==> src/rtl/regfile_sb.sv <==
`default_nettype none
// ============================================================================
// Module      : regfile_sb
// Description : Register file with two combinational read ports, one writeback
//               port, a link write into the top register, and a per-register
//               pending scoreboard with a saturating-free population count.
//               Optional same-cycle read bypass: define REGFILE_BYPASS_EN.
// Revision    : 1.0 - initial release
// ============================================================================
module regfile_sb #(
  parameter int DW = 32,
  parameter int AW = 5
) (
  input  logic          clk,
  input  logic          clrn,
  input  logic [AW-1:0] rna,
  input  logic [AW-1:0] rnb,
  output logic [DW-1:0] qa,
  output logic [DW-1:0] qb,
  output logic          busy_a,
  output logic          busy_b,
  input  logic          we,
  input  logic [AW-1:0] wn,
  input  logic [DW-1:0] d,
  input  logic          jal,
  input  logic [DW-1:0] dp4,
  input  logic          iss_en,
  input  logic [AW-1:0] iss_rn,
  output logic [AW:0]   npend
);

  localparam int            c_NREG = 2**AW;
  localparam logic [AW-1:0] c_LAST = '1;

  // r0 is not stored; reads of address 0 are forced to zero below
  logic [DW-1:0]     r_regs [1:c_NREG-1];
  logic [c_NREG-1:0] r_pend;
  logic [AW:0]       r_npend;

  logic [c_NREG-1:0] w_set;
  logic [c_NREG-1:0] w_clr;
  logic [c_NREG-1:0] w_pend_nxt;
  logic [AW:0]       w_cnt;

  // Storage: link write into the top register has priority over writeback
  generate
    for (genvar i = 1; i < c_NREG; i++) begin : g_reg
      localparam logic [AW-1:0] c_IDX = AW'(i);
      always_ff @(posedge clk or negedge clrn) begin
        if (!clrn) begin
          r_regs[i] <= '0;
        end else if (jal && (c_IDX == c_LAST)) begin
          r_regs[i] <= dp4;
        end else if (we && (wn == c_IDX)) begin
          r_regs[i] <= d;
        end
      end
    end
  endgenerate

  // Scoreboard set/clear requests for this edge; r0 is never touched
  always_comb begin
    w_set = '0;
    w_clr = '0;
    if (iss_en && (iss_rn != '0)) w_set[iss_rn] = 1'b1;
    if (we && (wn != '0))         w_clr[wn]     = 1'b1;
    if (jal)                      w_clr[c_LAST] = 1'b1;
  end

  // Set is applied after clear so a new issue wins a same-edge collision
  assign w_pend_nxt = (r_pend & ~w_clr) | w_set;

  // Population count of the next pending vector, registered with the bits
  always_comb begin
    w_cnt = '0;
    for (int k = 1; k < c_NREG; k++) begin
      w_cnt = w_cnt + (AW+1)'(w_pend_nxt[k]);
    end
  end

  // Pending bits and their count update together
  always_ff @(posedge clk or negedge clrn) begin
    if (!clrn) begin
      r_pend  <= '0;
      r_npend <= '0;
    end else begin
      r_pend  <= w_pend_nxt;
      r_npend <= w_cnt;
    end
  end

  assign npend = r_npend;

  // Read port A: zero for r0, optionally forwarding this cycle's writes
  always_comb begin
    qa     = '0;
    busy_a = 1'b0;
    if (rna != '0) begin
      qa     = r_regs[rna];
      busy_a = r_pend[rna];
`ifdef REGFILE_BYPASS_EN
      if (jal && (rna == c_LAST)) begin
        qa = dp4;
      end else if (we && (wn == rna)) begin
        qa = d;
      end
      if (w_clr[rna]) busy_a = w_set[rna];
`endif
    end
  end

  // Read port B: identical behaviour to port A
  always_comb begin
    qb     = '0;
    busy_b = 1'b0;
    if (rnb != '0) begin
      qb     = r_regs[rnb];
      busy_b = r_pend[rnb];
`ifdef REGFILE_BYPASS_EN
      if (jal && (rnb == c_LAST)) begin
        qb = dp4;
      end else if (we && (wn == rnb)) begin
        qb = d;
      end
      if (w_clr[rnb]) busy_b = w_set[rnb];
`endif
    end
  end

endmodule
`default_nettype wire

==> config.mk <==
export PLATFORM = sky130hd
export DESIGN_NAME = regfile_sb
export DESIGN_NICKNAME = d
export VERILOG_FILES = /design/src/rtl/regfile_sb.sv
export SDC_FILE = /design/constraint.sdc
export NUM_CORES = 2
export LEC_CHECK = 0
export BUFFER_PORTS_ARGS = -buffer_cell sky130_fd_sc_hd__buf_2
export CAP_MARGIN = 20
export CORE_AREA = 2 2 345 278
export DETAILED_ROUTE_END_ITERATION = 12
export DIE_AREA = 0 0 347 280
export PLACE_DENSITY = 0.84
export SKIP_LAST_GASP = 1
export SYNTH_ARGS = -nofsm -noshare
export SYNTH_HDL_FRONTEND = slang
export SYNTH_SLANG_ARGS = --single-unit
==> constraint.sdc <==
create_clock -name clk -period 12.3 [get_ports clk]
set_input_delay 2.46 -clock clk [delete_from_list [all_inputs] [get_ports clk]]
set_output_delay 2.46 -clock clk [all_outputs]
set_load 0.01 [all_outputs]
# [Word level (Yosys, flattened, before mapping)]
# Cells that the tools add are included.
[op_classes] n_mux=23 add_sub_neg=30 n_reduce_logical=40 n_bitwise=5 n_eq_ne=31 multipliers=0 magnitude_cmp=8 div_mod_pow=0 n_shift=0
[op_table] op="binary-select mux 32 bit (select 5 bit)" n=2
[op_table] op="two-way mux 32 bit" n=10
[op_table] op="adder 6 x 1 -> 6 bit" n=25
[op_table] op="equality test 5 bit (second input constant)" n=16
[op_table] op="equality test 5 x 4 -> 1 bit (second input constant)" n=8
[op_table] op="logical AND 1 bit" n=35
[op_table] op="AND 32 bit" n=1
[op_table] op="inverter 32 bit" n=1
[op_table] op="OR 32 bit" n=1
[op_table] op="less-than comparator 5 x 6 -> 1 bit (second input constant)" n=4
[op_table] op="equality test 5 x 3 -> 1 bit (second input constant)" n=4
[op_table] op="nonzero test 5 bit" n=4
[op_table] op="greater-or-equal comparator 6 bit (second input constant)" n=2
[op_table] op="inverter 5 -> 6 bit" n=2
[op_table] op="binary-select mux 1 bit (select 5 bit)" n=2
[op_table] op="demux 1 bit (select 5 bit)" n=2
[op_table] op="equality test 5 x 2 -> 1 bit (second input constant)" n=2
[op_table] op="greater-or-equal comparator 5 x 1 -> 1 bit (second input constant)" n=2
[op_table] op="two-way mux 1 bit" n=7
[op_table] op="adder 5 x 1 -> 6 bit" n=1
[op_table] op="adder 4 x 1 -> 5 bit" n=1
[op_table] op="equality test 5 x 1 -> 1 bit (second input constant)" n=1
[op_table] op="adder 3 x 1 -> 4 bit" n=1
[op_table] op="adder 2 x 1 -> 3 bit" n=1
[op_table] op="other kinds (2)" n=2
[totals] romBits=0 in_bits=89 register_bits=1030 mem_count=0 mem_bits_rw=0 latch_bits=0 output_inout_bits=72

# [Logic depth before layout (Yosys ltp)]
[depth] ltp_word=39 depth_mapped=23 ltp_nobuf=21

# [Worst setup path after synthesis]
# Ideal clock, no wire load.
[synth_path] path_kind="input to register" start="input wn[3]" end="register r_npend[4], in the netlist npend[4]" cell_stages=22 path_slack_ns=4.374 t_arrival_ns=7.846 path_buffers=3 cell_sequence="buf_2 > nand4_1 > or3_1 > clkbuf_1 > clkbuf_1 > a21oi_1 > fa_1 > fa_1 > fa_1 > inv_1 > fa_1 > fa_1 > inv_1 > fa_1 > inv_1 > fa_1 > inv_1 > fa_1 > inv_1 > a21o_1 > a21oi_1 > xnor2_1"
[synth_via] elab_chain_cells=38
[synth_rtl] element="from (decl)" line_no="23" source="input logic [AW-1:0] wn,"
[synth_rtl] element="less-than comparator 5 x 6 -> 1 bit (implied by the code) or greater-or-equal comparator 5 x 1 -> 1 bit (tied branches)" line_no="66" source="if (we && (wn != '0)) w_clr[wn] = 1'b1;"
[synth_rtl] element="logical AND 1 bit (implied by the code)" line_no="66"
[synth_rtl] element="two-way mux 1 bit (implied by the code)" line_no="66"
[synth_rtl] element="demux 1 bit (select 5 bit)" line_no="66"
[synth_rtl] element="two-way mux 32 bit (*)" line_no="66"
[synth_rtl] element="inverter 32 bit (*)" line_no="71" source="assign w_pend_nxt = (r_pend & ~w_clr) | w_set;"
[synth_rtl] element="AND 32 bit (*)" line_no="71"
[synth_rtl] element="OR 32 bit (*)" line_no="71"
[synth_rtl] element="adder 1 x 1 -> 2 bit" line_no="77" source="w_cnt = w_cnt + (AW+1)'(w_pend_nxt[k]);"
[synth_rtl] element="adder 2 x 1 -> 3 bit" line_no="77"
[synth_rtl] element="adder 3 x 1 -> 4 bit" line_no="77"
[synth_rtl] element="adder 4 x 1 -> 5 bit" line_no="77"
[synth_rtl] element="adder 5 x 1 -> 6 bit" line_no="77"
[synth_rtl] element="adder 6 x 1 -> 6 bit (24 in a row)" line_no="77"
[synth_rtl] element="adder 6 x 1 -> 6 bit (*)" line_no="77"
[synth_rtl] element="net w_cnt[4]" line_no="43" source="logic [AW:0] w_cnt;"
[synth_rtl] element="to (signal assigned)" line_no="88" source="r_npend <= w_cnt;"
[synth_rtl] element="to (decl)" line_no="38" source="logic [AW:0] r_npend;"
# Mark *: on every way through the listed nets, which the timed path passes. The rest lies on a longest branch.
# A chain may end at the register's enable or synchronous reset.

# [Worst setup path after layout]
[layout_path] start="input rnb[2]" end="output qb[31]"
[layout_via] elab_chain_cells=5
[layout_rtl] element="from (decl)" line_no="17" source="input logic [AW-1:0] rnb,"
[layout_rtl] element="inverter 5 -> 6 bit (implied by the code)" line_no="117" source="qb = r_regs[rnb];"
[layout_rtl] element="binary-select mux 32 bit (select 5 bit)" line_no="117"
[layout_rtl] element="two-way mux 32 bit (implied by the code) (2 in a row)" line_no="117"
[layout_rtl] element="two-way mux 32 bit (*)" line_no="116" source="if (rnb != '0) begin"
[layout_rtl] element="to (decl)" line_no="19" source="output logic [DW-1:0] qb,"
# Mark *: on every way between the ends. The rest lies on a longest branch, timed or not. The select of a mux whose other input is x is not followed.

==> run metrics <==
Synth Instances 3985; Distinct cells, synth 40; port buffer count 160; post_cts resized 0; pwr dens 180.7 nW/um^2; Slew @ Worst Pin 1.098 ns; Final nets 4021; FP Rows 101; ys async rst share 100.0%; top achievable clock speed 0.1204 GHz; crit path DAT 5.85 ns; DIE AREA 97160 um^2; period utilisation layout 67.53%; RR Startpoint r_pend[18]$_DFF_PN0_; Placer Congestion 0.9477; endpoint type of the worst setup path output pin; flop2flop setup slack 7.11 ns; final setup vio count 0; max-slew violations 0; headroom to the max-slew limit 26.55%; H-tree Lvls 3; drt total wl 162.8 mm; routed len/inst 31.19 um; Worst EP required 9.84 ns; Sum Neg Setup Slack 0 ns; Max VDD drop 454.7 uV; count of flip-flops with a built-in enable after synthesis 0; Clock Skew 0.01625 ns; initial antenna violation count 5; LEAKAGE 26.83 nW; die height 280 um; Ports 161; worst hold slack 0.5233 ns; Area growth syn-to-layout 9.027%; top-area cell type share of the netlist area 46.10%; largest cells by area after synthesis dfrtp_1, mux2_2, mux4_2, a22o_1, mux2i_1; Final Hold Fails 0; Vias/cell 7.354; max cap viols 0; post-route minimum period 8.306 ns; Seq cells post-synth 1029; area of the mapped netlist 55860 um^2; ANT nets after route 0; global-route wire length before repair 246.7 mm; worst reg-to-reg path cell count 18; Critical Path Source rnb[2]; layout cell share with drive strength beyond 1 47.11%; crit path max fanout 30; syn nets 4104; Avg Synthesized Cell Area 14.02 um^2; Post-route DRC 0; outcome complete, no violations; gr usage total 33.65%; dominant synthesized flop cell dfrtp_1; RSZ-0062 raised after global routing false; via count 38.40k; initial core utilization 59.33%; CP Class in -> out; largest net degree at the start of global routing 172; violation count after the first detailed-routing iteration 4975; Num CTS Buffers 104; CTS tree built; Post-DP HPWL 94.24 mm; Yosys top cell by area dfrtp_1; iteration count of the initial detailed-routing pass 8; Setup Buffers After CTS 0; Root Buffer clkbuf_16; Hold Crit Class reg -> reg; Core ar. 94150 um^2; reg2reg end npend[4]$_DFF_PN0_; critical path capture point qb[31]; die span in x 347 um; Sink Count 1029; Final Total Pwr 11.00 mW; Hold Buf Count CTS 0; Seq/Total Area, Yosys 46.10%; vias in the first global route 39.28k; Worst-path clk slew 0.06 ns; Skew-Pair Late Insertion Delay 0.68 ns; critical path startpoint category input pin; warnings from Yosys 0; total grt overflow 0; clk buf depth 3
==> placed cells by master (no fill, tap or decap), types with 7 or more instances in the layout <==
cell type | netlist | layout
a211oi_1 | 64 | 64
a22o_1 | 208 | 208
a22oi_1 | 13 | 13
and3_1 | 68 | 66
buf_2 | 89 | 153
buf_4 | 5 | 77
bufinv_16 | 0 | 8
clkbuf_1 | 253 | 22
clkbuf_16 | 0 | 106
clkbuf_8 | 0 | 22
clkinv_2 | 0 | 21
dfrtp_1 | 1029 | 1029
fa_1 | 23 | 23
ha_1 | 7 | 7
inv_1 | 38 | 36
mux2_2 | 1028 | 1028
mux2i_1 | 164 | 164
mux4_2 | 398 | 398
nand2_1 | 189 | 173
nand2_2 | 0 | 16
nand3_1 | 10 | 7
nor2_1 | 18 | 10
nor2_4 | 0 | 8
nor2b_1 | 16 | 10
o21ai_0 | 105 | 105
o22ai_1 | 68 | 68
o31ai_1 | 64 | 64
==> power by group <==
part           internal [mW]  switching (mW)  leakage [nW]
logic                   1.72            1.43          12.0
registers               4.08           0.503          13.1
clock network           1.89            1.39          1.72
total                   7.68            3.32          26.8
==> Yosys cell counts (10+ instances only) <==
cell type,count
buf_1,83
a211oi_1,64
nor2b_1,16
nand2_1,189
dfrtp_1,1029
inv_1,38
mux2_2,1028
a22o_1,208
o22ai_1,68
fa_1,23
a22oi_1,13
buf_2,89
clkbuf_1,253
nor2_1,18
mux4_2,398
o21ai_0,105
nand3_1,10
mux2i_1,164
o31ai_1,64
and3_1,68
==> critical path, stage by stage <==
cell and delay [ns]:
buf_2 0.47, buf_4 0.47, clkinv_2 0.40, buf_4 0.43, buf_4 0.39, a211oi_1 0.86
o31ai_1 0.12, buf_2 0.18
==> flip-flops by register name, summed over array words and instances, names as in the netlist <==
| signal | cells |
|---|---|
| npend | 6 |
| r_pend | 31 |
| r_regs | 992 |
==> worst min path at each step <==
| stage | startpoint | to | slack (ns) | cells after the start |
|---|---|---|---|---|
| 4_1_cts | r_regs[906]$_DFFE_PN0P_ | r_regs[906]$_DFFE_PN0P_ | 0.52 | 1 |
| 3_3_place_gp | r_regs[433]$_DFFE_PN0P_ | r_regs[433]$_DFFE_PN0P_ | 0.50 | 1 |
| 6_report | r_regs[445]$_DFFE_PN0P_ | r_regs[445]$_DFFE_PN0P_ | 0.52 | 1 |
| 2_1_floorplan | r_pend[28]$_DFF_PN0_ | r_pend[28]$_DFF_PN0_ | 0.48 | 1 |
| 5_1_grt | r_regs[433]$_DFFE_PN0P_ | r_regs[433]$_DFFE_PN0P_ | 0.53 | 1 |
| 3_5_place_dp | r_regs[906]$_DFFE_PN0P_ | r_regs[906]$_DFFE_PN0P_ | 0.51 | 1 |
==> area by class of cell <==
cell class / instances / area, um^2
Tap cell: 1236 / 1546
Multi-Input combinational cell: 2488 / 28400
Inverter: 38 / 145.1
Sequential cell: 1029 / 25750
Clock buffer: 150 / 3038
Clock inverter: 38 / 469.2
Antenna cell: 1 / 2.502
Timing Repair Buffer: 241 / 1546
Fill cell: 6426 / 33250
==> through the flow <==
stage | util [%] | setup slack [ns] | cell area, um^2 | std cells
6_report | 64.68 | 3.994 | 60900 | 5221
5_1_grt | 64.68 | 3.974 | 60900 | 5221
4_1_cts | 64.65 | 4.097 | 60870 | 5219
3_5_place_dp | 60.93 | 3.398 | 57360 | 5031
3_3_place_gp | 60.93 | 3.547 | 57360 | 5031
2_1_floorplan | - | 4.374 | 55860 | 3985
==> kinds of logic (layout without fill, tap and decap cells) <==
| family | Yosys count | count (layout) | synth area share, % |
|---|---|---|---|
| other | 0 | 1 | 0 |
| adders and majority gates | 30 | 30 | 0.9811 |
| muxes | 1590 | 1590 | 39.71 |
| DFF | 1029 | 1029 | 46.10 |
| xor gates and xnor gates | 3 | 3 | 0.04705 |
| AOI/OAI and AO/OA | 535 | 535 | 7.029 |
| and+or+nand+nor | 330 | 330 | 2.753 |
| buffers and inverters | 468 | 467 | 3.378 |
==> per-layer routing <==
metal / share of wire, % / up-vias / GRT usage [%]
met2: 45 / 2425 / 50.07
met1: 39 / 20400 / 47.13
met3: 12 / 440 / 9.805
met4: 3.9 / 8 / 13.09
li1: - / 15120 / -
met5: 0.049 / - / 0.2987
(Power assumes the default switching activity.)
